==> config.mk <==
export PLATFORM = sky130hd
export DESIGN_NAME = prog_loader_flat
export DESIGN_NICKNAME = d
export VERILOG_FILES = /design/src/rtl/prog_loader_pkg.sv /design/src/rtl/prog_loader_if.sv /design/src/rtl/prog_crc16.sv /design/src/rtl/prog_loader.sv /design/src/flat_wrapper.sv
export SDC_FILE = /design/constraint.sdc
export NUM_CORES = 1
export LEC_CHECK = 0
export ABC_AREA = 1
export CAP_MARGIN = 20
export CORE_AREA = 2 2 113 115
export CTS_BUF_LIST = sky130_fd_sc_hd__clkbuf_2
export DETAILED_ROUTE_END_ITERATION = 10
export DIE_AREA = 0 0 115 117
export DONT_BUFFER_PORTS = 1
export PLACE_DENSITY = 0.41
export REMOVE_ABC_BUFFERS = 1
export SLEW_MARGIN = 20
export SYNTH_ARGS = -nofsm -noshare
export SYNTH_HDL_FRONTEND = slang
export SYNTH_SLANG_ARGS = --single-unit
==> constraint.sdc <==
create_clock -name prog_clk -period 2.85 [get_ports prog_clk]
set_input_delay 0.7125 -clock prog_clk [delete_from_list [all_inputs] [get_ports prog_clk]]
set_output_delay 0.7125 -clock prog_clk [all_outputs]
set_load 0.005 [all_outputs]
==> src/rtl/prog_loader_pkg.sv <==
// Shared types and constants for the configuration bitstream loader.
package prog_loader_pkg;

  localparam int unsigned CHAIN_LEN_DEF = 552;
  localparam int unsigned WORD_W_DEF    = 32;

  localparam logic [15:0] CRC_POLY = 16'h1021;
  localparam logic [15:0] CRC_INIT = 16'hFFFF;

  typedef enum logic [1:0] {
    ST_IDLE,
    ST_LOAD,
    ST_SHIFT,
    ST_DONE
  } state_t;

endpackage

==> src/rtl/prog_loader_if.sv <==
// Bitstream word stream between the configuration source (master) and the loader (slave).
interface prog_loader_if
  import prog_loader_pkg::*;
#(
  parameter int unsigned WORD_W = WORD_W_DEF
) ();

  logic [WORD_W-1:0] s_data;
  logic              s_valid;
  logic              s_ready;

  modport master (output s_data, output s_valid, input s_ready);
  modport slave  (input s_data, input s_valid, output s_ready);

endinterface

==> src/rtl/prog_crc16.sv <==
// Serial CRC-16, one bit per enabled cycle, MSB-first update; clr reloads the seed.
module prog_crc16
  import prog_loader_pkg::*;
(
  input  logic        prog_clk,
  input  logic        rst,
  input  logic        clr,
  input  logic        en,
  input  logic        din,
  output logic [15:0] crc
);

  logic fb_c;
  assign fb_c = crc[15] ^ din;

  always_ff @(posedge prog_clk) begin
    if (rst) begin
      crc <= '0;
    end else if (clr) begin
      crc <= CRC_INIT;
    end else if (en) begin
      crc <= {crc[14:0], 1'b0} ^ (fb_c ? CRC_POLY : 16'h0000);
    end
  end

endmodule

==> src/rtl/prog_loader.sv <==
// Serializes bitstream words LSB-first onto a row programming chain for CHAIN_LEN bits.
// Optional readback CRC over chain_dout is built when PROG_READBACK_EN is defined.
module prog_loader
  import prog_loader_pkg::*;
#(
  parameter int unsigned CHAIN_LEN = CHAIN_LEN_DEF,
  parameter int unsigned WORD_W    = WORD_W_DEF
) (
  input  logic                           prog_clk,
  input  logic                           rst,
  input  logic                           start,
  input  logic                           abort,
  prog_loader_if.slave                   s,
  output logic                           chain_din,
  output logic                           chain_en,
  input  logic                           chain_dout,
  output logic                           busy,
  output logic                           done,
  output logic [$clog2(CHAIN_LEN+1)-1:0] bit_cnt,
  output logic [15:0]                    readback_crc
);

  localparam int unsigned NW        = (CHAIN_LEN + WORD_W - 1) / WORD_W;
  localparam int unsigned LAST_BITS = CHAIN_LEN - (NW - 1) * WORD_W;
  localparam int unsigned BIDX_W    = (WORD_W > 1) ? $clog2(WORD_W) : 1;
  localparam int unsigned WIDX_W    = (NW > 1) ? $clog2(NW) : 1;
  localparam int unsigned BCNT_W    = $clog2(CHAIN_LEN + 1);

  localparam logic [WIDX_W-1:0] LAST_WORD = WIDX_W'(NW - 1);
  localparam logic [BIDX_W-1:0] WORD_END  = BIDX_W'(WORD_W - 1);
  localparam logic [BIDX_W-1:0] FINAL_END = BIDX_W'(LAST_BITS - 1);

  state_t            state;
  logic [WORD_W-1:0] shreg;
  logic [BIDX_W-1:0] bit_idx;
  logic [WIDX_W-1:0] word_idx;
  logic              s_ready_q;

  logic hs_c, last_bit_c, final_bit_c, start_ok_c;

  assign s.s_ready   = s_ready_q;
  assign hs_c        = s.s_valid & s_ready_q;
  assign last_bit_c  = (bit_idx == ((word_idx == LAST_WORD) ? FINAL_END : WORD_END));
  assign final_bit_c = last_bit_c && (word_idx == LAST_WORD);
  assign start_ok_c  = (state == ST_IDLE) && start && !abort;

  // Ready is offered while the last bit of a non-final word is on the chain.
  function automatic logic ready_for(input logic [WIDX_W-1:0] w, input logic [BIDX_W-1:0] b);
    return (b == WORD_END) && (w != LAST_WORD);
  endfunction

  always_ff @(posedge prog_clk) begin
    if (rst) begin
      state     <= ST_IDLE;
      shreg     <= '0;
      bit_idx   <= '0;
      word_idx  <= '0;
      s_ready_q <= 1'b0;
      chain_din <= 1'b0;
      chain_en  <= 1'b0;
      busy      <= 1'b0;
      done      <= 1'b0;
      bit_cnt   <= '0;
    end else begin
      done <= 1'b0;
      if (chain_en) bit_cnt <= bit_cnt + BCNT_W'(1);

      case (state)
        ST_IDLE: begin
          if (start_ok_c) begin
            state     <= ST_LOAD;
            s_ready_q <= 1'b1;
            busy      <= 1'b1;
            bit_cnt   <= '0;
            bit_idx   <= '0;
            word_idx  <= '0;
          end
        end

        ST_LOAD: begin
          if (abort) begin
            state     <= ST_IDLE;
            s_ready_q <= 1'b0;
            busy      <= 1'b0;
          end else if (s.s_valid) begin
            state     <= ST_SHIFT;
            chain_en  <= 1'b1;
            chain_din <= s.s_data[0];
            shreg     <= WORD_W'(s.s_data >> 1);
            bit_idx   <= '0;
            s_ready_q <= ready_for(word_idx, '0);
          end
        end

        ST_SHIFT: begin
          if (abort) begin
            state     <= ST_IDLE;
            chain_en  <= 1'b0;
            s_ready_q <= 1'b0;
            busy      <= 1'b0;
          end else if (final_bit_c) begin
            state     <= ST_DONE;
            chain_en  <= 1'b0;
            s_ready_q <= 1'b0;
            busy      <= 1'b0;
            done      <= 1'b1;
          end else if (last_bit_c) begin
            word_idx <= word_idx + WIDX_W'(1);
            bit_idx  <= '0;
            if (hs_c) begin
              chain_din <= s.s_data[0];
              shreg     <= WORD_W'(s.s_data >> 1);
              s_ready_q <= ready_for(word_idx + WIDX_W'(1), '0);
            end else begin
              // No word waiting: park in LOAD with the chain frozen.
              state     <= ST_LOAD;
              chain_en  <= 1'b0;
              s_ready_q <= 1'b1;
            end
          end else begin
            bit_idx   <= bit_idx + BIDX_W'(1);
            chain_din <= shreg[0];
            shreg     <= shreg >> 1;
            s_ready_q <= ready_for(word_idx, bit_idx + BIDX_W'(1));
          end
        end

        ST_DONE: state <= ST_IDLE;

        default: state <= ST_IDLE;
      endcase
    end
  end

`ifdef PROG_READBACK_EN
  prog_crc16 u_crc (
    .prog_clk (prog_clk),
    .rst      (rst),
    .clr      (start_ok_c),
    .en       (chain_en),
    .din      (chain_dout),
    .crc      (readback_crc)
  );
`else
  logic unused_chain_dout;
  assign unused_chain_dout = chain_dout;
  assign readback_crc      = 16'h0000;
`endif

endmodule

==> src/flat_wrapper.sv <==
// flat-port wrapper written by rule: the top's interface ports become plain ports
module prog_loader_flat import prog_loader_pkg::*;
#(
  parameter int unsigned CHAIN_LEN = CHAIN_LEN_DEF,
  parameter int unsigned WORD_W    = WORD_W_DEF
)
  (prog_clk, rst, start, abort, chain_din, chain_en, chain_dout, busy, done, bit_cnt, readback_crc, s_s_data, s_s_valid, s_s_ready);
  prog_loader_if #(.WORD_W(WORD_W)) s_i ();
  input  logic prog_clk;
  input  logic rst;
  input  logic start;
  input  logic abort;
  output logic chain_din;
  output logic chain_en;
  input  logic chain_dout;
  output logic busy;
  output logic done;
  output logic [$clog2(CHAIN_LEN+1)-1:0] bit_cnt;
  output logic [15:0] readback_crc;
  input wire logic [$bits(s_i.s_data)-1:0] s_s_data;
  input wire logic [$bits(s_i.s_valid)-1:0] s_s_valid;
  output wire logic [$bits(s_i.s_ready)-1:0] s_s_ready;
  assign s_i.s_data = s_s_data;
  assign s_i.s_valid = s_s_valid;
  assign s_s_ready = s_i.s_ready;
  prog_loader #(.CHAIN_LEN(CHAIN_LEN), .WORD_W(WORD_W)) u_core (.prog_clk(prog_clk), .rst(rst), .start(start), .abort(abort), .s(s_i), .chain_din(chain_din), .chain_en(chain_en), .chain_dout(chain_dout), .busy(busy), .done(done), .bit_cnt(bit_cnt), .readback_crc(readback_crc));
endmodule
== After elaboration in Yosys (flattened, before gate mapping) ==
Index checks and enable logic that the tools add are counted.

* Equality and inequality tests: 19
* Multiplexer cells: 57
* Bitwise gates (word level): 2
* $add $sub $neg: 3
* Reduce and logical (&&, ||, !) cells: 17

{| class="wikitable"
|+ Operators by type and width
! operator !! number
|-
| $mux W32 || 6
|-
| $pmux W32 S2 || 1
|-
| $mux W5 || 10
|-
| $mux W10 || 3
|-
| $mux W1 || 23
|-
| $pmux W5 S3 || 1
|-
| $mux W2 || 7
|-
| $reduce_and A6 Y1 || 2
|-
| $add A10 B1 Y10 const B || 1
|-
| $add A5 B1 Y5 const B || 2
|-
| $eq A5 B5 Y1 const B || 2
|-
| $ne A2 B2 Y1 const B || 5
|-
| $pmux W5 S2 || 1
|-
| $reduce_and A5 Y1 || 2
|-
| $pmux W2 S4 || 1
|-
| $reduce_and A4 Y1 || 2
|-
| $ne A3 B2 Y1 const B || 2
|-
| $pmux W1 S3 || 2
|-
| $eq A5 B5 Y1 || 1
|-
| $ne A5 B5 Y1 const B || 1
|-
| $eq A2 B2 Y1 const B || 2
|-
| $logic_and A1 B1 Y1 || 4
|-
| $ne A2 B1 Y1 const B || 2
|-
| $ne A4 B2 Y1 const B || 1
|-
| other kinds (12) || 14
|}

* Bits in registers: 59
* Output and inout bits: 31
* Bits of input ports: 38
* Word-level logic and storage cells: 108

== Logic depth before layout (Yosys ltp) ==
Gate-level depths: netlist of run 1.

* Depth after elaboration: 7
* Depth in mapped cells: 13
* Gate-level depth less buffers: 12

== Worst setup path after synthesis of run 1 ==
Ideal clock, no wire load.

* Path type: input to register
* From: input abort
* To: register u_core.shreg[21]
* Stages on the path: 8
* Required time: 2.737 ns
* Path buffers: 1
* Library setup time: 0.113 ns
* Slack: 1.233 ns
* Data arrival time: 1.505 ns
* Cells stage by stage: inv_1 > a21boi_0 > inv_1 > nand4_4 > buf_6 > nand2_1 > nand2_1 > nor2_1

* Word-level cells in the longest chain between the ends: 2
* Elaborated cells on any way between the ends: 3
* Classes of those cells: 2 x eq/ne; 1 x reduce/logical

{| class="wikitable"
|+ Ends and longest elaborated chain
! item !! line !! source
|-
| start: declaration || flat_wrapper.sv:12 || <nowiki>input logic abort;</nowiki>
|-
| $ne A2 B2 Y1 (no line) || n/a ||
|-
| $reduce_and A6 Y1 (no line) * || n/a ||
|-
| end signal: assignment || prog_loader.sv:89 || <nowiki>shreg <= WORD_W'(s.s_data >> 1);</nowiki>
|-
| end signal: assignment || prog_loader.sv:112 || <nowiki>shreg <= WORD_W'(s.s_data >> 1);</nowiki>
|-
| end signal: assignment || prog_loader.sv:123 || <nowiki>shreg <= shreg >> 1;</nowiki>
|-
| end: declaration || prog_loader.sv:34 || <nowiki>logic [WORD_W-1:0] shreg;</nowiki>
|}

Every way passes the cells marked *; elsewhere a longest branch is shown, timed or not.
A chain may end at the register's enable or synchronous reset.

== Worst setup path after layout of run 1 ==
* From: register u_core.word_idx[1]
* To: register u_core.word_idx[4]

* Word-level cells in the longest chain between the ends: 6
* Elaborated cells on any way between the ends: 12
* Classes of those cells: 1 x add/sub; 4 x eq/ne; 5 x mux; 2 x reduce/logical

{| class="wikitable"
|+ Ends and longest elaborated chain
! item !! line !! source
|-
| start: declaration || prog_loader.sv:36 || <nowiki>logic [WIDX_W-1:0] word_idx;</nowiki>
|-
| start signal: assignment || prog_loader.sv:108 || <nowiki>word_idx <= word_idx + WIDX_W'(1);</nowiki>
|-
| parallel branches: the longest is 6 deep, another holds $add A5 B1 Y5 || n/a ||
|}

Several ways; the timed one is not identified. The select of a mux whose other input is x is not followed.

==> summary.txt, run 1 <==
Placement
  • IO buf count: 0
  • Gpl congestion: 0.796
  • Pre-CTS setup slack: 758 ps
  • Post-DP HPWL: 4.95 mm

STA
  • Max Freq: 486 MHz
  • Hold Vio Cnt, Final: 0
  • Slew @ Worst Pin: 630 ps
  • Slew Limit Fails: 0
  • Finish-stage setup viols: 0
  • Fin crit share: 72.2%
  • Crit path time final: 2060 ps
  • Clk_skew: 23.6 ps
  • Slew headroom: 57.9%
  • Final setup margin: 791 ps
  • Setup TNS: 0 ps
  • Worst hold slack: 258 ps
  • RSZ-0062 raised after global routing: false

Yosys
  • Synth unique cells: 30
  • Most frequent cell after synthesis: nand2_1
  • Seq cells post-synth: 58
  • Sequential area share after synthesis: 34.9%
  • Post-synth top area cell: dfxtp_1
  • Gate Count Post-Synth: 518
  • Yosys warns: 0
  • Share of the synthesized area in the top cell type: 34.9%
  • FFs w/ async S/R, synth: 0%
  • Mean post-synth cell area: 6.42 um2
  • Synthesized area: 3330 um2
  • Synth top cells by count: 138 x nand2_1, 103 x nor2_1, 64 x inv_1
  • Ranking of synthesized cells by area: dfxtp_1 35%, nand2_1 16%, nor2_1 12%
  • Ys flop type: dfxtp_1
  • EDFF count, synth: 0

CTS
  • CTS tree: built
  • H-Tree Depth: 3
  • CTS root buffer: clkbuf_2
  • CTS clk-pin slew, worst paths: 170 ps
  • CTS max path bufs: 2
  • CTS resizes: 0
  • Clk_lat worst skew: 500 ps
  • Post-CTS setup buffers: 0
  • CTS buffer count: 9
  • # clock sinks: 58
  • Hold-fix buffers, CTS: 0

Detailed routing
  • Drt pass-1 iters: 4
  • Wire length per cell: 10.7 um
  • Drc violations: 0
  • ANT nets after route: 0
  • Initial DRC Count: 139
  • Via count: 2843
  • Vias per cell: 4.26
  • Final wirelength: 7.15 mm

Global routing
  • First-pass GRT wire length: 12.1 mm
  • Vias in the first global route: 2679
  • Total grt overflow: 0
  • Largest net degree at the start of global routing: 64
  • Total GRT Usage: 11.4%
  • Initial antenna violation count: 0

Floorplanning
  • Die W: 115 um
  • Die footprint: 13500 um2
  • I/O pins: 69
  • Die Height: 117 um
  • Core Box Area: 12300 um2
  • Initial Utilization: 27.0%
  • Site Rows: 41

Job
  • Max_cap viols: 0

Power and ir drop
  • Logic pwr share: 25.7%
  • Leak: 1.65 nW
  • Clock share of power: 25.5%
  • Switching part of the total power: 35.1%
  • Power per standard cell area: 580 nW/um2
  • Psw: 0.708 mW
  • Maximum resistive drop on vdd: 0.000226 V
  • Sequential Power Share: 48.8%
  • Internal power: 1.31 mW

Critical path
  • Slowest stage cell, crit path: dfxtp_1
  • Crit-path max cell delay: 400 ps
  • Critical path type: flop to flop
  • CP Capture Type: flop
  • CP required: 3240 ps
  • Worst-path cell chain: inv_1, ha_1, nand2_2, inv_1, nand3_1, nand3_1, nand2_2, inv_1, nor2_4, nand2_2, nand2_1, a21oi_1
  • Crit Path Max Fanout: 17
  • Critical Path Start Type: flop
  • Worst EP arrival: 2450 ps

Layout
  • Fin nets: 559
  • Filler instances: 1397
  • # diodes: 0
  • Final cell utilization of the core: 28.2%
  • Layout cells sized above 1: 5.61%
  • Multi-input gate area: 1730 um2
  • Reg area: 1160 um2
  • Area grow syn2layout: 4.48%

Status
  • Outcome: finished clean

Hold path
  • Worst hold path class: input port to flop
-- placed cells by master (no fill, tap or decap), types with 2 or more instances in the layout --
cell type  count
clkinv_1       3
inv_1         64
nand4_1        7
xor2_1         5
buf_12         2
o21ai_0       40
nor2_4         4
nor3_1         2
nand3_1       17
nor2_1       103
nand2_1      138
clkbuf_2       9
a21oi_1       17
nand2_2        4
nand3_2        3
dfxtp_1       58
conb_1        16
xnor2_1        2
clkinv_2       2
ha_1           9
-- flip-flops by register name (all words and copies together) (netlist names) --
signal            flops
u_core.shreg         31
u_core.chain_en       1
u_core.busy           1
u_core.s.s_ready      1
u_core.bit_cnt       10
u_core.bit_idx        5
u_core.chain_din      1
u_core.done           1
u_core.state          2
u_core.word_idx       5
-- layout make-up --
class | instances | share of cell area, %
clock buffer | 9 | 1.30
sequential | 58 | 33.4
tap | 150 | 5.40
timing repair buffer | 3 | 1.37
inverter | 65 | 7.02
multi-input combinational | 375 | 49.8
clock inverter | 7 | 1.73
-- metrics by stage --
stage	total power [mW]	cell area, um2	cells
finish	2.02	3480	667
global placement	1.52	3370	651
global route	2.23	3480	667
floorplan	1.41	3140	498
detailed placement	1.53	3370	651
CTS	2.08	3480	667
-- final timing paths --
kind	from	to	slack (ps)	cells after the start
max	u_core.word_idx[1]	u_core.word_idx[4]	790	12
min	rst	u_core.word_idx[3]	260	1
max reg2reg	u_core.word_idx[1]	u_core.word_idx[4]	790	12
min reg2reg	u_core.word_idx[1]	u_core.word_idx[1]	500	2
-- power by group through the flow --
stage | logic [mW] | clock network [mW] | registers [mW]
after global routing | 0.632 | 0.592 | 1.00
after CTS | 0.527 | 0.565 | 0.987
after detailed placement | 0.524 | 0 | 1.01
final | 0.518 | 0.515 | 0.985
after floorplan | 0.419 | 0 | 0.992
after global placement | 0.520 | 0 | 1.00
-- routing by layer --
metal / wire, um / share of wire [%] / vias up / track usage, %
met1: 3470 / 48 / 1232 / 14.2
met5: 0 / 0 / - / 0
met4: 108 / 1.5 / 0 / 4.34
met2: 3110 / 44 / 57 / 18.2
met3: 460 / 6.4 / 10 / 3.96
li1: - / - / 1544 / -
-- cell families after synthesis --
group           Yosys count  share of synthesized area, %
other cells               1                         0.113
fa+ha+maj                 9                          3.38
xor+xnor                  7                          1.84
flops                    58                          34.9
compound gates           61                          9.36
simple gates            282                          35.6
buf+inv                 100                          14.8
-- worst max-delay path: cells and delay by family (launching register included) --
family,cells,cell delay [ps]
and+or+nand+nor,7,1050
AOI/OAI and AO/OA,1,50
buffers and inverters,3,290
DFF,1,400
adders and majority gates,1,190
Power figures use the tool's default switching activity.
==> run 2, diff against run 1 <==
--- a/config.mk
+++ b/config.mk
@@ -12,7 +12,7 @@
 export DETAILED_ROUTE_END_ITERATION = 10
 export DIE_AREA = 0 0 115 117
 export DONT_BUFFER_PORTS = 1
-export PLACE_DENSITY = 0.41
+export PLACE_DENSITY = 0.42
 export REMOVE_ABC_BUFFERS = 1
 export SLEW_MARGIN = 20
 export SYNTH_ARGS = -nofsm -noshare
==> constraint.sdc (replaced) <==
create_clock -name prog_clk -period 1.8 [get_ports prog_clk]
set_input_delay 0.45 -clock prog_clk [delete_from_list [all_inputs] [get_ports prog_clk]]
set_output_delay 0.45 -clock prog_clk [all_outputs]
set_load 0.005 [all_outputs]
==> summary.txt, run 2 (synthesized netlist as in run 1, its figures left out) <==
Status
  • Outcome: finished clean

STA
  • Slew Limit Fails: 0 (unchanged)
  • Finish-stage setup viols: 0 (unchanged)
  • Hold Vio Cnt, Final: 0 (unchanged)
  • Setup TNS: 0 ps (unchanged)
  • Crit path time final: 1770 ps (-290 ps)
  • Clk_skew: 27.7 ps (+4.08 ps)
  • RSZ-0062 raised after global routing: true
  • Max Freq: 565 MHz (+16%)
  • Fin crit share: 98.3% (+26 points)

Layout
  • Top reg by flops: u_core.shreg
  • # diodes: 0 (unchanged)
  • Most frequent cells in the layout: 126 x nand2_1, 102 x nor2_1, 58 x inv_1, 54 x dfxtp_1, 39 x o21ai_0
  • Fin nets: 596 (+6.6%)
  • Top Registers: u_core.shreg (31), u_core.bit_cnt (10)
  • Area grow syn2layout: 21.2%
  • Multi-input gate area: 1880 um2 (+8.9%)
  • Reg area: 1170 um2 (+0.43%)
  • Max reg flops: 31 (unchanged)
  • Layout cells sized above 1: 17.0% (+11 points)
  • Most common cell after layout, fill and taps aside: nand2_1
  • Filler instances: 1378 (-1.4%)

Global routing
  • First-pass GRT wire length: 12.1 mm (+0.12%)
  • Largest net degree at the start of global routing: 51 (-20%)
  • Total GRT Usage: 11.5% (+0.064 points)
  • Initial antenna violation count: 0 (unchanged)
  • Vias in the first global route: 2683 (+0.15%)
  • Total grt overflow: 0 (unchanged)

CTS
  • CTS buffer count: 9 (unchanged)
  • # clock sinks: 58 (unchanged)
  • CTS clk-pin slew, worst paths: 180 ps (about the same)
  • CTS root buffer: clkbuf_2
  • CTS tree: built
  • CTS max path bufs: 2 (unchanged)
  • H-Tree Depth: 3 (unchanged)
  • Clk_lat worst skew: 500 ps (about the same)

Detailed routing
  • ANT nets after route: 0 (unchanged)
  • Initial DRC Count: 122 (-12%)
  • Wire length per cell: 12.0 um (+12%)
  • Vias per cell: 4.37 (+2.6%)
  • Final wirelength: 8.45 mm (+18%)
  • Drc violations: 0 (unchanged)
  • Via count: 3071 (+8.0%)
  • Drt pass-1 iters: 5 (+1)

Floorplanning
  • I/O pins: 69 (unchanged)
  • Core Box Area: 12300 um2 (unchanged)
  • Site Rows: 41 (unchanged)
  • Die footprint: 13500 um2 (unchanged)
  • Die W: 115 um (unchanged)
  • Initial Utilization: 27.0% (unchanged)
  • Die Height: 117 um (unchanged)

Hold path
  • Worst-case hold path end point: u_core.shreg[8]
  • Worst Hold Launch: s_s_data[9]
  • Worst hold path class: input port to flop
  • WHS Path Cells: 4 (+3)

Placement
  • Post-DP HPWL: 5.32 mm (+7.6%)
  • IO buf count: 0 (unchanged)
  • Gpl congestion: 0.804 (+1.0%)

Job
  • Max_cap viols: 0 (unchanged)

Critical path
  • R2r endpoint: u_core.shreg[4]
  • Crit Path Max Fanout: 8 (-9)
  • R2R depth: 12 (unchanged)
  • CP Capture Type: flop
  • Critical Path Start Type: flop
  • Critical path type: flop to flop
  • Worst EP arrival: 2180 ps (-270 ps)
  • Reg2reg setup slack: 30 ps (-760 ps)
  • CP required: 2210 ps (-1030 ps)
  • Reg2Reg Launch Point: u_core.bit_idx[1]

Power and ir drop
  • Maximum resistive drop on vdd: 0.000311 V (+38%)
  • Leak: 1.90 nW (+15%)
  • Total Power: 3.57 mW (+77%)
  • Power per standard cell area: 885 nW/um2 (+52%)
## run 2: through the flow
step / hold WS, ps / util (%) / cells / setup slack (ps) / cell area, um2
detailed placement: 483 / 28.6 / 669 / 36.4 / 3520
CTS: 144 / 29.5 / 685 / 4.73 / 3630
global placement: 475 / 28.6 / 669 / 48.3 / 3520
floorplan: 456 / - / 498 / -308 / 3140
global route: 140 / 32.7 / 702 / -64.2 / 4030
finish: 196 / 32.7 / 702 / 31.4 / 4030
## run 2: repair_timing
action	in CTS	in global routing
setup buffers	0	7
hold buffers	2	0
endpoints found under the hold margin	7	0
setup endpoints to repair	0	46
gates resized for setup	0	50
## run 2: worst max-delay path, stage by stage, from the launching register on
cell and delay, ps:
dfxtp_1 420, ha_4 150, nand2_1 60, inv_2 110
nand2_2 70, nor2_4 170, nand3_4 130, nand4_4 120
buf_12 150, clkbuf_16 150, nand2_2 40, nand2_1 60
nor2_1 40
## run 2: layout make-up
type	count	area share [%]
multi-input cells	376	46.7
flip-flops and latches	58	28.9
repair buffers	39	11.3
inverters	65	6.05
well taps	150	4.66
clock inverters	5	1.18
clock buffers	9	1.12
## run 2: report_power, final
part	internal [mW]	leakage, nW	switching (mW)
Sequential	1.48	0.476	0.0754
Combinational	0.541	1.36	0.678
Clock	0.293	0.0625	0.499
## run 2: worst max-delay path by stage
| stage | start | to | cells after the start |
|---|---|---|---|
| detailed placement | u_core.word_idx[1] | u_core.word_idx[0] | 12 |
| CTS | u_core.word_idx[1] | u_core.word_idx[1] | 12 |
| floorplan | u_core.state[0] | u_core.shreg[30] | 7 |
| global placement | u_core.word_idx[1] | u_core.word_idx[0] | 12 |
| finish | u_core.bit_idx[1] | u_core.shreg[4] | 12 |
| global route | u_core.word_idx[1] | u_core.shreg[4] | 14 |
## run 2: routing by layer
| metal | track usage, % | part of all wire (%) | vias to the layer above |
|---|---|---|---|
| met2 | 19.1 | 47 | 63 |
| met4 | 3.69 | 0.77 | 0 |
| met3 | 5.30 | 7.5 | 10 |
| li1 | - | - | 1627 |
| met1 | 13.2 | 44 | 1371 |
| met5 | 0 | 0 | - |
==> run 3, diff against run 2 <==
--- a/config.mk
+++ b/config.mk
@@ -12,6 +12,7 @@
 export DETAILED_ROUTE_END_ITERATION = 10
 export DIE_AREA = 0 0 115 117
 export DONT_BUFFER_PORTS = 1
+export MAX_ROUTING_LAYER = met4
 export PLACE_DENSITY = 0.42
 export REMOVE_ABC_BUFFERS = 1
 export SLEW_MARGIN = 20
==> summary.txt, run 3 (synthesized netlist as in run 1, its figures left out) <==
Layout
  • # diodes: 0 (unchanged)
  • Top reg by flops: u_core.shreg
  • Top Registers: u_core.shreg (31), u_core.bit_cnt (10)
  • Most frequent cells in the layout: 125 x nand2_1, 98 x nor2_1, 60 x inv_1, 55 x dfxtp_1, 38 x o21ai_0
  • Layout cells sized above 1: 16.9% (-0.089 points)
  • Most common cell after layout, fill and taps aside: nand2_1
  • Filler instances: 1377 (-0.073%)
  • Multi-input gate area: 1880 um2 (about the same)
  • Area grow syn2layout: 19.9%
  • Final instance area: 3990 um2 (-1.0%)
  • Fin nets: 593 (-0.50%)
  • Max reg flops: 31 (unchanged)
  • Reg area: 1160 um2 (-0.11%)

Power and ir drop
  • Maximum resistive drop on vdd: 0.000311 V (about the same)
  • Power per standard cell area: 894 nW/um2 (+1.1%)
  • Clock share of power: 22.2% (about the same)
  • Psw: 1.24 mW (-0.67%)
  • Sequential Power Share: 43.6% (about the same)
  • Logic pwr share: 34.3% (about the same)
  • Leak: 1.87 nW (-1.5%)
  • Switching part of the total power: 34.9% (-0.25 points)
  • Internal power: 2.32 mW (+0.43%)
  • Total Power: 3.57 mW (about the same)

Critical path
  • CP Capture Type: flop
  • CP Depth: 12 (unchanged)
  • Critical path type: flop to flop
  • Crit-path max cell delay: 420 ps (about the same)
  • Worst EP arrival: 2190 ps (about the same)
  • Crit Path Max Fanout: 7 (-1)
  • CP delay by family, top: simple AND/OR/NAND/NOR gates
  • Slowest stage cell, crit path: dfxtp_1
  • R2R depth: 12 (unchanged)
  • Buffer and inverter count on the worst path: 3 (unchanged)
  • CP required: 2220 ps (about the same)
  • Critical Path Start Type: flop
  • Worst-path cell chain: ha_4, nand2_1, inv_2, nand2_2, nor2_4, nand3_4, nand4_4, buf_12, clkbuf_16, nand2_1, nand2_1, nor2_1
  • Most used cell, CP: nand2_1

CTS
  • CTS max path bufs: 2 (unchanged)
  • CTS clk-pin slew, worst paths: 180 ps (about the same)
  • H-Tree Depth: 3 (unchanged)
  • CTS tree: built
  • Clk_lat worst skew: 500 ps (about the same)
  • CTS buffer count: 9 (unchanged)
  • # clock sinks: 58 (unchanged)
  • CTS root buffer: clkbuf_2

STA
  • Slew Limit Fails: 0 (unchanged)
  • Hold Vio Cnt, Final: 0 (unchanged)
  • Clk_skew: 26.6 ps (-1.16 ps)
  • RSZ-0062 raised after global routing: true
  • Crit path time final: 1770 ps (+1.28 ps)
  • Finish-stage setup viols: 0 (unchanged)
  • Fin crit share: 98.3% (about the same)
  • Worst hold slack: 188 ps (-7.56 ps)
  • Max Freq: 565 MHz (about the same)

Detailed routing
  • Vias per cell: 4.36 (-0.32%)
  • Drt pass-1 iters: 5 (unchanged)
  • Via count: 3048 (-0.75%)
  • Final wirelength: 8.23 mm (-2.6%)
  • Initial DRC Count: 94 (-23%)
  • Wire length per cell: 11.8 um (-2.2%)
  • Drc violations: 0 (unchanged)
  • ANT nets after route: 0 (unchanged)

Floorplanning
  • Die Height: 117 um (unchanged)
  • Initial Utilization: 27.0% (unchanged)
  • Site Rows: 41 (unchanged)
  • Core Box Area: 12300 um2 (unchanged)
  • Die W: 115 um (unchanged)
  • Die footprint: 13500 um2 (unchanged)
  • I/O pins: 69 (unchanged)

Global routing
  • Vias in the first global route: 2680 (-0.11%)
  • Largest net degree at the start of global routing: 51 (unchanged)
  • Total GRT Usage: 11.8% (+0.35 points)
  • First-pass GRT wire length: 12.1 mm (about the same)
  • Initial antenna violation count: 0 (unchanged)
  • Total grt overflow: 0 (unchanged)

Placement
  • DP Area: 3520 um2 (unchanged)
  • Post-DP HPWL: 5.32 mm (unchanged)
  • IO buf count: 0 (unchanged)
  • Gpl congestion: 0.816 (+1.5%)

Job
  • Max_cap viols: 0 (unchanged)

Status
  • Outcome: finished clean

Hold path
  • WHS Path Cells: 4 (unchanged)
  • Worst hold path class: input port to flop
==> run 3: per-stage QoR <==
step / util, % / setup WS [ps] / TNS (ps) / instances
6_report: 32.4 / 30.1 / 0 / 699
5_1_grt: 32.4 / -72.2 / -1020 / 699
4_1_cts: 29.5 / 4.73 / 0 / 685
3_5_place_dp: 28.6 / 36.4 / 0 / 669
2_1_floorplan: - / -308 / -9320 / 498
3_3_place_gp: 28.6 / 48.3 / 0 / 669
==> run 3: tightest hold or removal path, stage by stage <==
cell	delay, ps
nand2_1	30
o21ai_0	60
nor2_1	50
nor2_1	70
==> run 3: routing by layer <==
layer | part of all wire, % | global-route usage [%]
met1 | 44 | 13.0
met2 | 48 | 19.3
met3 | 7.9 | 5.77
met4 | 0.69 | 2.97
met5 | 0 | -
==> run 3: final timing paths <==
path / start / endpoint / slack, ps
hold / removal: s_s_data[26] / u_core.shreg[25] / 190
setup reg to reg: u_core.bit_idx[1] / u_core.shreg[4] / 30
hold reg to reg: u_core.state[1] / u_core.state[1] / 510
setup / recovery: u_core.bit_idx[1] / u_core.shreg[4] / 30
==> run 3: final cells by class <==
cell class / count / share of cell area, %
clock buffer: 9 / 1.13
clock inverter: 5 / 1.19
inverter: 65 / 6.11
multi-input combinational: 376 / 47.2
sequential: 58 / 29.2
tap: 150 / 4.70
timing repair buffer: 36 / 10.5
==> run 3: timing repair <==
| action | CTS | global route |
|---|---|---|
| hold buffers | 2 | 0 |
| hold endpoints to repair | 7 | 0 |
| resized for setup | 0 | 48 |
| setup buffers | 0 | 6 |
| endpoints found under the setup margin | 0 | 46 |
==> run 3: power by group through the flow <==
stage	registers, mW	clock network [mW]	logic (mW)
after floorplan	1.57	0	0.663
after global placement	1.58	0	0.882
after detailed placement	1.58	0	0.890
after CTS	1.55	0.842	0.902
after global routing	1.58	0.909	1.39
final	1.55	0.791	1.22
==> edit 1 (config.mk and constraints of run 2) <==
`CHAIN_LEN_DEF`: 552 -> 1104.
--- a/src/rtl/prog_loader_pkg.sv
+++ b/src/rtl/prog_loader_pkg.sv
@@ -2,5 +2,5 @@
 package prog_loader_pkg;
 
-  localparam int unsigned CHAIN_LEN_DEF = 552;
+  localparam int unsigned CHAIN_LEN_DEF = 1104;
   localparam int unsigned WORD_W_DEF    = 32;
 
Interface: changed (resized bit_cnt); port bits go from 69 to 70. The function was not compared with the original's and may differ.
==> edit 1 against run 2 <==
Sequential cell count up 2. Largest power group unchanged. Design area about the same. Synthesized area up 1.5%. Largest cell class unchanged. Routed wire length down 4.3%. Worst setup slack better by 0.043 ns. Power up 4.7%. Critical endpoint is now u_core.shreg[30]$_SDFFE_PP0P_. Via count down 0.85%. Cell count unchanged.
==> edit 1: results (changes against run 2) <==
The logs give 3780 um (+0.99%) for the detailed-routing wirelength on met1 and 677 (+1.2%) for the number of instances in the placed design. The via count of the first global-routing pass is 2801 (+4.4%), and the total length of routed met2 wires is 3780 um (-5.8%). Sorting the synthesized cells by how often they occur yields nand2_1, nor2_1, inv_1. The run gives 373 (-0.80%) as the layout multi-input combinational cell count.

The mean instance size in the synthesized netlist is 6.49 um2 (+1.1%). The area of all sequential standard cells came out at 1210 um2 (+3.6%). The tightest hold margin is 0.196 ns (-0.0000280 ns), and the wire length after detailed routing is 8090 um (-4.3%). The largest registers in the layout are u_core.shreg (31), u_core.bit_cnt (11), u_core.word_idx (6).

The tools report the met1 global-route usage as 0.143 (+0.0110). The run gives 0.48 ns (-0.02 ns) as the clock latency on the worst-skew pair. For the met2 usage, the log shows 0.195 (+0.00471). The instance area after placement is 3620 um2 (+2.8%), and the fraction of the mapped netlist area in adder cells is 0.0333 (-0.000502).

The pin count of the biggest net entering global routing came out at 43 (-16%). The net total in the final layout is 595 (-0.17%), and the sequential cell count of the final layout is 60 (+3.4%). Leakage dissipation: 0.00191 uW (+0.88%). The flow ran to the end, and the final reports show no timing, DRC or antenna violations. The largest clock skew in the final design is 0.0118 ns (-0.0159 ns). The most critical setup path has its endpoint at u_core.shreg[30]$_SDFFE_PP0P_. The area of the multi-input gates came out at 1850 um2 (-1.9%). The largest fanout on the critical path works out to 10 (+2). The count of different cell masters after synthesis was 32 (+6.7%).
edit 1: changes by cell type in the layout (fill, tap and decap cells not counted), sizes merged, moves of 2 or more:
cell / delta
xor2: +2
dfxtp: +2
nand3: -3
xnor2: +4
nor3: +4
o21ai: -2
nor2: -2
nand2: -6
clkbuf: -2
edit 1: repair_timing:
action	4_1_cts	5_1_grt
buffers inserted	3	2
gates resized for setup	11	27
hold endpoints to repair	10	0
endpoints found under the setup margin	30	45
cloned	1	2
pin swaps	2	7
hold buffers	2	0
edit 1: critical path, stage by stage, from the launching register on:
cell and delay (ns):
dfxtp_2 0.40, ha_4 0.17, nand3_4 0.08, inv_2 0.11, nand2_1 0.07, nor2_2 0.16, nand3_2 0.11, nand3_4 0.13
buf_6 0.14, clkbuf_16 0.15, nand2_1 0.05, nand2_1 0.05, nor2_1 0.04
==> edit 2 (flow settings as in run 2) <==
Without the edit above. One comparison of `word_idx` changes from == to >=.
--- a/src/rtl/prog_loader.sv
+++ b/src/rtl/prog_loader.sv
@@ -42,5 +42,5 @@
   assign hs_c        = s.s_valid & s_ready_q;
   assign last_bit_c  = (bit_idx == ((word_idx == LAST_WORD) ? FINAL_END : WORD_END));
-  assign final_bit_c = last_bit_c && (word_idx == LAST_WORD);
+  assign final_bit_c = last_bit_c && (word_idx >= LAST_WORD);
   assign start_ok_c  = (state == ST_IDLE) && start && !abort;
 
Behaviour: same outputs for any inputs over 10 cycles, from zero or initial values and one cycle with rst high; that may be too few to reach the edited logic, so the function may still have changed.
==> edit 2 against run 2 <==
The flow now finishes with violations (negative setup slack). Sequential cell count is the same. Critical path depth is the same. Design area grew 9.2%. Worst setup slack lost 0.034 ns. Routed wire length grew 1.1%. Synthesized cell count shrank 2.1%. Via count shrank 1.0%. Global-route usage grew 0.59 points. Synthesized area grew 8.6%. Critical path type unchanged. Critical endpoint is now u_core.shreg[7]$_SDFFE_PP0P_. Highest routed layer unchanged.
Power is not compared: it rests on default switching activity, and its combinational part moved more than twofold at a synthesized area within 25%.
==> edit 2: results (changes against run 2) <==
The number of design-rule violations left by the first detailed-router iteration came out at 96 (-21%). The number of non-clock inverters in the layout was 60 (-7.7%). Mean instance size in the synthesized netlist: 7.12 um2 (+11%). Final-report setup violation count: 1 (+1). The number of buffers other than clock buffers in the final layout is 42 (+7.7%). The fraction of the mapped netlist area in compound gates was 0.0949 (+0.00126); the number of instances in the synthesized netlist was 507 (-2.1%). The minimum setup slack after placement was -0.0114 ns (-0.0478 ns). Data arrival time of the critical path: 2.24 ns (+0.06 ns).

In this run the critical register-to-register path is captured at u_core.shreg[7]$_SDFFE_PP0P_. The last weighted congestion value of the routability-driven placer was 0.810 (+0.72%); the fraction of the mapped netlist area in adder cells was 0.0312 (-0.00267). Number of diodes added for antenna fixing: 1 (+1). The share of cells above drive strength 1 was 0.310 (+0.140). The number of cells traversed by the worst hold path came out at 3 (-1). The logs give 369 (-1.9%) for the layout multi-input combinational cell count and 0.0562 ns (-0.140 ns) for the tightest hold margin.

The run gives 0.54 ns (+0.04 ns) as the clock latency on the worst-skew pair. The average via count per standard cell is 4.37 (-0.16%). The sequential share of the synthesized area came out at 0.321 (-0.0276). The tools report the hold-critical path endpoint as u_core.word_idx[2]$_SDFFE_PP0P_. The sequential portion of the cell area is 0.266 (-0.0235), and the instance area after placement is 3870 um2 (+9.9%). The tools report the fill cell instance count of the final layout as 1339 (-2.8%). The checks that failed: negative setup slack. The pin count of the biggest net entering global routing was 40 (-22%).

The met2 usage came out at 0.193 (+0.00235). The logs give 0.0350 (-0.0180) for the met3 usage and 5510 um (+3.5%) for the sum of net half-perimeters after detailed placement. The final design instance area without fill is 4400 um2 (+9.2%), and the total length of routed met2 wires is 3840 um (-4.1%). The post-route worst setup slack is -0.00212 ns (-0.0335 ns), and the count of different cell masters after synthesis is 39 (+30%).

Hold path startpoint: rst. For the number of antenna violations at the first check in global routing, the log shows 1 (+1). The run gives 4100 um (+9.7%) as the detailed-routing wirelength on met1. The flow ran to the end, but the final reports show violations.
[edit 2: cell count changes in the layout (fill, tap and decap cells not counted), moves of 5 or more]
cell / before / now
nor2_1: 102 / 63
nand2_2: 14 / 28
nor2_2: 1 / 32
o21ai_0: 39 / 31
nand2_1: 126 / 87
nand2_4: 2 / 25
buf_6: 7 / 1
nand3_1: 15 / 10
[edit 2: critical path, stage by stage (launching register included)]
cell       delay, ns
dfxtp_2         0.37
inv_2           0.08
ha_1            0.19
inv_1           0.07
a21oi_1         0.17
nor2_1          0.07
buf_4           0.15
nand4_4         0.12
buf_12          0.15
clkbuf_16       0.19
nand2_4         0.05
nand2_2         0.05
nor2_2          0.03
[edit 2: how the worst max path moves through the flow]
| stage | endpoint | slack, ns | cells past startpoint | start |
|---|---|---|---|---|
| 2_1_floorplan | u_core.shreg[30]$_SDFFE_PP0P_ | -0.68 | 8 | u_core.state[0]$_SDFFE_PP0P_ |
| 3_3_place_gp | u_core.bit_idx[0]$_SDFFE_PP0P_ | 0.01 | 10 | u_core.state[0]$_SDFFE_PP0P_ |
| 3_5_place_dp | u_core.state[1]$_SDFFE_PP0P_ | -0.01 | 13 | u_core.word_idx[1]$_SDFFE_PP0P_ |
| 4_1_cts | u_core.bit_idx[1]$_SDFFE_PP0P_ | 0.0001 | 8 | u_core.state[0]$_SDFFE_PP0P_ |
| 5_1_grt | u_core.shreg[7]$_SDFFE_PP0P_ | -0.08 | 15 | u_core.word_idx[1]$_SDFFE_PP0P_ |
| 6_report | u_core.shreg[7]$_SDFFE_PP0P_ | -0.002 | 12 | u_core.state[1]$_SDFFE_PP0P_ |
[edit 2: what timing repair did]
action                     CTS  global route
setup endpoints to repair    6            47
setup buffers                0             4
hold buffers                 1             1
cloned                       0             8
resized for setup            4            45
hold endpoints to repair    11             8
pin swaps                    0            10
